### config.mk
export PLATFORM = sky130hd
export DESIGN_NAME = imem_loader
export DESIGN_NICKNAME = d
export VERILOG_FILES = /design/src/rtl/imem_loader_pkg.sv /design/src/rtl/imem_loader.sv
export SDC_FILE = /design/constraint.sdc
export NUM_CORES = 1
export LEC_CHECK = 0
export ABC_AREA = 1
export CORE_ASPECT_RATIO = 1.4
export CORE_MARGIN = 2
export CORE_UTILIZATION = 50
export DETAILED_ROUTE_END_ITERATION = 6
export PLACE_DENSITY = 0.74
export SLEW_MARGIN = 20
export SYNTH_ARGS = -nofsm -noshare
export SYNTH_HDL_FRONTEND = slang
export SYNTH_SLANG_ARGS = --single-unit
### constraint.sdc
create_clock -name clk -period 3.8 [get_ports clk]
set_input_delay 0.38 -clock clk [delete_from_list [all_inputs] [get_ports clk]]
set_output_delay 0.38 -clock clk [all_outputs]
set_load 0.005 [all_outputs]
### src/rtl/imem_loader_pkg.sv
// Shared types and frame constants for the instruction-memory loader.
// Frame: HDR_LO, HDR_HI, 4*N data bytes, XOR checksum byte.
package imem_loader_pkg;

  typedef enum logic [2:0] {
    IDLE,
    HDR_LO,
    HDR_HI,
    DATA,
    CHECK,
    DONE,
    ERR
  } loader_state_t;

  localparam int WORD_BYTES = 4;
  localparam int HDR_BYTES  = 2;
  localparam int CSUM_BYTES = 1;
  localparam int LANE_W     = 2;

endpackage

### src/rtl/imem_loader.sv
// Host byte-stream loader for the instruction RAM write port.
// Holds the core in reset while a frame is being loaded.
module imem_loader
  import imem_loader_pkg::*;
#(
  parameter int ADDR_W  = 12,
  parameter int TIMEOUT = 1_000_000
) (
  input  logic              clk,
  input  logic              rst,
  input  logic              start,
  input  logic              byte_valid,
  input  logic [7:0]        byte_data,
  output logic              byte_ready,
  output logic              mem_we,
  output logic [ADDR_W-1:0] mem_addr,
  output logic [31:0]       mem_wdata,
  output logic              core_hold,
  output logic              done,
  output logic              error
);

  localparam int IW = (TIMEOUT > 1) ? $clog2(TIMEOUT) : 1;
  localparam logic [IW-1:0] TO_LAST =
    IW'((TIMEOUT > 0) ? TIMEOUT - 1 : 0);
  localparam logic [LANE_W-1:0] LANE_LAST =
    LANE_W'(WORD_BYTES - 1);

  loader_state_t     state, nxt;
  logic [LANE_W-1:0] lane;
  logic [23:0]       wbuf;
  logic [ADDR_W-1:0] wcnt;
  logic [ADDR_W-1:0] last_idx;
  logic [7:0]        hdr_lo;
  logic [7:0]        csum;
  logic [IW-1:0]     idle;

  logic acc;
  logic start_go;
  logic word_end;
  logic last_word;
  logic timeout_hit;

  assign byte_ready = (state == HDR_LO) || (state == HDR_HI) ||
                      (state == DATA)   || (state == CHECK);
  assign core_hold  = byte_ready;
  assign done       = (state == DONE);
  assign error      = (state == ERR);

  assign acc       = byte_valid & byte_ready;
  assign start_go  = start & ~byte_ready & ~(state == IDLE ? 1'b0 : 1'b0);
  assign word_end  = acc && (state == DATA) && (lane == LANE_LAST);
  assign last_word = (wcnt == last_idx);

  // Idle counter reaching TIMEOUT-1 marks the TIMEOUT-th idle cycle.
  assign timeout_hit = (TIMEOUT != 0) && byte_ready &&
                       !acc && (idle == TO_LAST);

  always_comb begin
    nxt = state;
    unique case (state)
      IDLE, DONE, ERR: if (start) nxt = HDR_LO;
      HDR_LO:          if (acc) nxt = HDR_HI;
      HDR_HI:          if (acc) nxt = DATA;
      DATA:            if (word_end && last_word) nxt = CHECK;
      CHECK: begin
        if (acc) nxt = (byte_data == csum) ? DONE : ERR;
      end
      default:         nxt = IDLE;
    endcase
    if (timeout_hit) nxt = ERR;
  end

  always_ff @(posedge clk or posedge rst) begin
    if (rst) state <= IDLE;
    else     state <= nxt;
  end

  always_ff @(posedge clk or posedge rst) begin
    if (rst) begin
      mem_we    <= 1'b0;
      mem_addr  <= '0;
      mem_wdata <= '0;
      lane      <= '0;
      wbuf      <= '0;
      wcnt      <= '0;
      last_idx  <= '0;
      hdr_lo    <= '0;
      csum      <= '0;
      idle      <= '0;
    end else begin
      mem_we <= 1'b0;
      if (start_go) begin
        lane <= '0;
        wcnt <= '0;
        csum <= '0;
        idle <= '0;
      end else if (byte_ready) begin
        if (acc)                  idle <= '0;
        else if (idle != TO_LAST) idle <= idle + 1'b1;
      end
      if (acc) begin
        unique case (state)
          HDR_LO: hdr_lo <= byte_data;
          HDR_HI: last_idx <= ADDR_W'({byte_data, hdr_lo});
          DATA: begin
            csum <= csum ^ byte_data;
            if (lane == LANE_LAST) begin
              mem_we    <= 1'b1;
              mem_addr  <= wcnt;
              mem_wdata <= {byte_data, wbuf};
              lane      <= '0;
              // Stop at the last index so N = depth never wraps.
              if (!last_word) wcnt <= wcnt + 1'b1;
            end else begin
              wbuf[{lane, 3'b000} +: 8] <= byte_data;
              lane <= lane + 1'b1;
            end
          end
          default: ;
        endcase
      end
    end
  end

endmodule
# Yosys cells after proc, flatten, opt, wreduce, memory -nomap -nowiden
# Index checks and enable logic that the tools add are counted.
dict set report classes {
  add_sub_neg 4
  shifts 2
  n_eq_ne 16
  reduce_logical 19
  bitwise_logic 5
  mux 28
}
# operator count
set ops {}
lappend ops {{$mux W20} 4}
lappend ops {{$mux W12} 5}
lappend ops {{$bwmux W24} 1}
lappend ops {{$mux W8} 3}
lappend ops {{$shift A8 B7 Y24 const A} 1}
lappend ops {{$shiftx A8 B7 Y24} 1}
lappend ops {{$add A20 B1 Y20 const B} 1}
lappend ops {{$eq A20 B20 Y1 const B} 1}
lappend ops {{$ne A20 B20 Y1 const B} 1}
lappend ops {{$mux W3} 6}
lappend ops {{$pmux W3 S5} 1}
lappend ops {{$add A12 B1 Y12 const B} 1}
lappend ops {{$eq A12 B12 Y1} 1}
lappend ops {{$ne A3 B3 Y1 const B} 4}
lappend ops {{$mux W2} 5}
lappend ops {{$eq A3 B3 Y1 const B} 3}
lappend ops {{$eq A8 B8 Y1} 1}
lappend ops {{$xor A8 B8 Y8} 1}
lappend ops {{$neg A5 Y7} 1}
lappend ops {{$eq A3 B2 Y1 const B} 2}
lappend ops {{$reduce_and A2 Y1} 3}
lappend ops {{$reduce_and A3 Y1} 2}
lappend ops {{$logic_and A1 B1 Y1} 5}
lappend ops {{$reduce_and A5 Y1} 1}
lappend ops {{13 further kinds} 19}
dict set report totals {
  output_inout_bits 49
  in_bits 12
  ff_bits 134
  word_cells 85
}

# Logic depth before layout (Yosys ltp)
dict set report depth {
  word_depth 11
  depth_mapped 12
  ltp_nobuf 12
}

# Worst setup path after synthesis
# OpenSTA, ideal clock, no wires.
dict set report synth_timing {
  kind {reg2reg}
  startpoint {register idle[0]}
  endpoint {register idle[5]}
  setup_ns 0.076
  required_time_ns 3.724
  path_slack_ns 2.138
  path_stages_with_launch 13
  synth_period_minus_slack_ns 1.662
  arrival_ns 1.586
  n_path_buf 1
  cell_sequence {dfrtp_1 > ha_1 > nand2_2 > nor2_4 > nand2_2 > clkinv_2 > nand3_4 > nor2_8 > nor2_8 > nor2_8 > buf_6 > nand2_1 > o21ai_1}
}
dict set report synth_via {
  elab_chain_len 5
  elab_cells_between_ends 8
  classes_between {add/sub (1); eq/ne (1); mux (4); reduce/logical (2)}
}
# element line
set synth_lines {}
lappend synth_lines {{from (decl)} imem_loader.sv:36} ;# logic [IW-1:0] idle;
lappend synth_lines {{from (signal assigned)} imem_loader.sv:100} ;# else if (idle != TO_LAST) idle <= idle + 1'b1;
lappend synth_lines {{$add A20 B1 Y20} imem_loader.sv:100}
lappend synth_lines {{$mux W20} imem_loader.sv:100}
lappend synth_lines {{$mux W20} imem_loader.sv:99} ;# if (acc) idle <= '0;
lappend synth_lines {{$mux W20} imem_loader.sv:98} ;# end else if (byte_ready) begin
lappend synth_lines {{$mux W20} imem_loader.sv:93} ;# if (start_go) begin
# Several ways; a longest one is shown, not always the timed one. The select of a mux whose other input is x is not followed.
# A chain may end at the register's enable or synchronous reset.

# Worst setup path after layout
dict set report layout_timing {
  startpoint {register state[1]}
  endpoint {output port core_hold}
}
dict set report layout_via {
  elab_chain_len 4
  elab_cells_between_ends 7
  classes_between {eq/ne (4); reduce/logical (3)}
}
# element line
set layout_lines {}
lappend layout_lines {{from (decl)} imem_loader.sv:29} ;# loader_state_t state, nxt;
lappend layout_lines {{from (signal assigned)} imem_loader.sv:76} ;# else state <= nxt;
lappend layout_lines {{$eq A3 B1 Y1 / $eq A3 B2 Y1 (equally long branches)} imem_loader.sv:44} ;# assign byte_ready = (state == HDR_LO) || (state == HDR_HI) ||
lappend layout_lines {{$logic_or A1 B1 Y1 (2 in a row)} imem_loader.sv:44}
lappend layout_lines {{$logic_or A1 B1 Y1 (*)} imem_loader.sv:45} ;# (state == DATA) || (state == CHECK);
lappend layout_lines {{to (decl)} imem_loader.sv:18} ;# output logic core_hold,
# Mark *: on every way between the ends. The rest lies on a longest branch, timed or not.

==> key figures <==
Floorplan
  – Cell Rows: 49
  – Core ar.: 12800 µm²
  – Die area: 14000 µm²
  – Chip Height: 139 µm
  – Chip width: 101 µm
  – # IOs: 61
  – Starting Density: 50.9%

Yosys
  – Top-area cell type share of the netlist area: 51.4%
  – Simple-gate share of the synthesized area: 25.6%
  – Synth Area in Adders: 1.34%
  – Synth area leaders: dfrtp_1 51%, nand2_1 9.4%, o21ai_0 5.9%
  – Compound-Gate Fraction of Synth Area: ~10%
  – #FFs+latches synth: 134
  – Largest family of logic cells by synthesized area: simple AND/OR/NAND/NOR gates
  – Yosys warning count: 0
  – Post-Synthesis Cells: 770
  – Syn_nets: around 790
  – XOR/XNOR Fraction of Synth Area: 3.62%
  – Distinct cell type count after synthesis: 36
  – Synth Area per Inst: ~8.5 µm²
  – Area leader, netlist: dfrtp_1
  – Synthesized cell area: 6530 µm²
  – Sequential area share after synthesis: 51.4%
  – Post-synthesis mux area share: 0%

Pwr
  – Seq pwr share: 39.4%
  – Total power: 0.00496 W
  – Switch share: 34.4%
  – NetSw: 0.00170 W
  – Peak VDD IR: between 300 and 400 µV
  – Logic pwr share: between 20% and 30%
  – Clock power frac: 32.3%
  – Power density over the cells: ~640 nW/µm²
  – P_leak: 3.55 nW
  – Pint: 0.00325 W

Drt
  – Post-Route WL: 15200 µm
  – Wire per inst: 15.3 µm
  – 1st-pass router iterations: 7
  – Vias per Instance: 5.45
  – Vias: 5408
  – DRT antenna net count: 0
  – Iter 0 DRT Violations: 292
  – Residual DRC count: 0

Place
  – Pre-CTS setup slack: 1420 ps
  – Cells after DPL: 961
  – IO Port Bufs: 60
  – Dpl hpwl: 10800 µm
  – Gp weighted congestion: 0.868

STA
  – Final min period: 2290 ps
  – Setup ws final: between 1500 and 2000 ps
  – Max Fclk: 437 MHz
  – Final TNS setup: 0 ps
  – Pins Over Slew Limit: 0
  – Worst Skew: 9.57 ps
  – Tcrit/Tclk final: 60.2%
  – Slew HR: 44.7%
  – Worst-Margin Slew: 829 ps
  – Unrepaired setup endpoints after global routing: false
  – Final Hold Fails: 0
  – Final setup violation count: 0

Clock network
  – Post-CTS setup buffers: 0
  – Clk root buf: clkbuf_16
  – Clock H-tree levels: 4
  – Clock sinks: 134
  – CTS Buf Count: 17
  – Clock buffer depth: 2
  – Clk slew on worst S/H paths: 60 ps
  – Worst skew pair latency: 410 ps
  – Hold_buf cts: 0
  – Post-CTS resize count: 0
  – CTS tree: yes

Setup path
  – Worst Setup End Kind: output pin
  – CP Data Arrival Time: 1910 ps
  – Worst Path Required: about 3400 ps
  – CP Class: flip-flop to output pin
  – Crit path launch type: flip-flop
  – Max Fanout on Critical Path: 5

GRT
  – First-pass GRT wire length: 25800 µm
  – Vias in the first global route: 5404
  – GRT Resource Usage Total: roughly a quarter
  – Initial antenna violation count: 0
  – Total global routing overflow: 0
  – Largest net degree at the start of global routing: 68

Layout
  – Most frequent cells in the layout: 163 x nand2_1, 134 x dfrtp_1, 78 x inv_1, 77 x o21ai_0, 70 x nand3_1
  – Final net count: 846
  – Share of cells above drive strength 1: 8.46%
  – Finished Layout Cells: 992
  – Synth-to-Final Area Change: 19.0%
  – Most common cell after layout, fill and taps aside: nand2_1
  – N_diodes: 0

Run status
  – Run status: complete, no violations

Run
  – MaxCap Viol Count: 0

Hold path
  – HP Class: input pin to asynchronous set/reset pin
cell families after synthesis:
logic type	Yosys count
xor+xnor	27
flops	134
buf+inv	116
fa+ha+maj	7
compound gates	131
simple gates	355
cell usage after synthesis:
cell type and n:
o21ai_2 1, nand3_2 1, inv_2 8, nor3_1 10, or2_4 1, nand2_1 163
or2_2 1, clkbuf_1 9, a21oi_1 11, nor2_2 2, nand3_1 70, nand4_1 15
buf_6 7, nor2_8 4, nand2_4 1, inv_1 79, o22ai_1 5, buf_2 8
xor2_1 12, xnor2_1 15, inv_4 2, a21o_1 1, nor2_4 8, nand3b_1 3
o21ai_0 77, dfrtp_1 134, nor3b_1 1, clkinv_2 1, buf_4 2, ha_1 7
nand2_2 5, nor2_1 67, nand3_4 1, o21ai_1 35, o21bai_1 1, and3_1 2
layout make-up:
type,count,area [µm²]
fillers,1107,5050
flip-flops and latches,134,3350
multi-input cells,520,2660
repair buffers,64,631
clock buffers,20,457
inverters,90,348
well taps,153,191
clock inverters,11,125
registers in the layout, summed over array words and instances, names as in the netlist:
| signal | flops |
|---|---|
| idle | 20 |
| hdr_lo | 8 |
| state | 3 |
| lane | 2 |
| mem_wdata | 32 |
| mem_addr | 12 |
| mem_we | 1 |
| csum | 8 |
| wbuf | 24 |
| wcnt | 12 |
| last_idx | 12 |
worst paths after layout:
path,startpoint,slack [ps],end,cells after the start
worst max-delay path,state[1],1510,core_hold,6
worst min-delay path,rst,180,mem_wdata[25],2
worst max register to register,state[0],1670,mem_wdata[22],8
worst min register to register,mem_addr[10],490,mem_addr[10],2
max in group asynchronous,rst,2630,idle[8],3
min in group clk,mem_addr[10],490,mem_addr[10],2
per-stage QoR:
stage | utilization [%] | hold WS, ps | instance area, µm²
after floorplan | - | 454 | 6530
after global placement | 56.1 | 460 | 7190
after detailed placement | 56.1 | 476 | 7190
after CTS | 60.6 | 166 | 7770
after global routing | 60.6 | 172 | 7770
final | 60.6 | 183 | 7770
power by group through the flow:
| stage | clock (W) | combinational (W) | sequential (W) |
|---|---|---|---|
| CTS | 0.00163 | 0.00141 | 0.00195 |
| finish | 0.00160 | 0.00140 | 0.00196 |
| floorplan | 0 | 0.00106 | 0.00192 |
| detailed placement | 0 | 0.00140 | 0.00198 |
| global placement | 0 | 0.00135 | 0.00196 |
| global route | 0.00169 | 0.00159 | 0.00200 |
metal layers:
layer	vias to the layer above	global-route usage, %	share of wire (%)
met5	-	0	0
met4	0	9.52	2.0
met3	26	4.44	4.1
met2	160	39.7	53
met1	2607	28.9	41
li1	2615	-	-
critical path: stages, from the launching register on:
cell and delay, ps:
dfrtp_1 410, inv_2 130, nand2_1 110, nor2_2 150
inv_2 80, nand2_4 110, clkdlybuf4s50_1 510
Note: power is estimated with default switching activity, not from simulation.
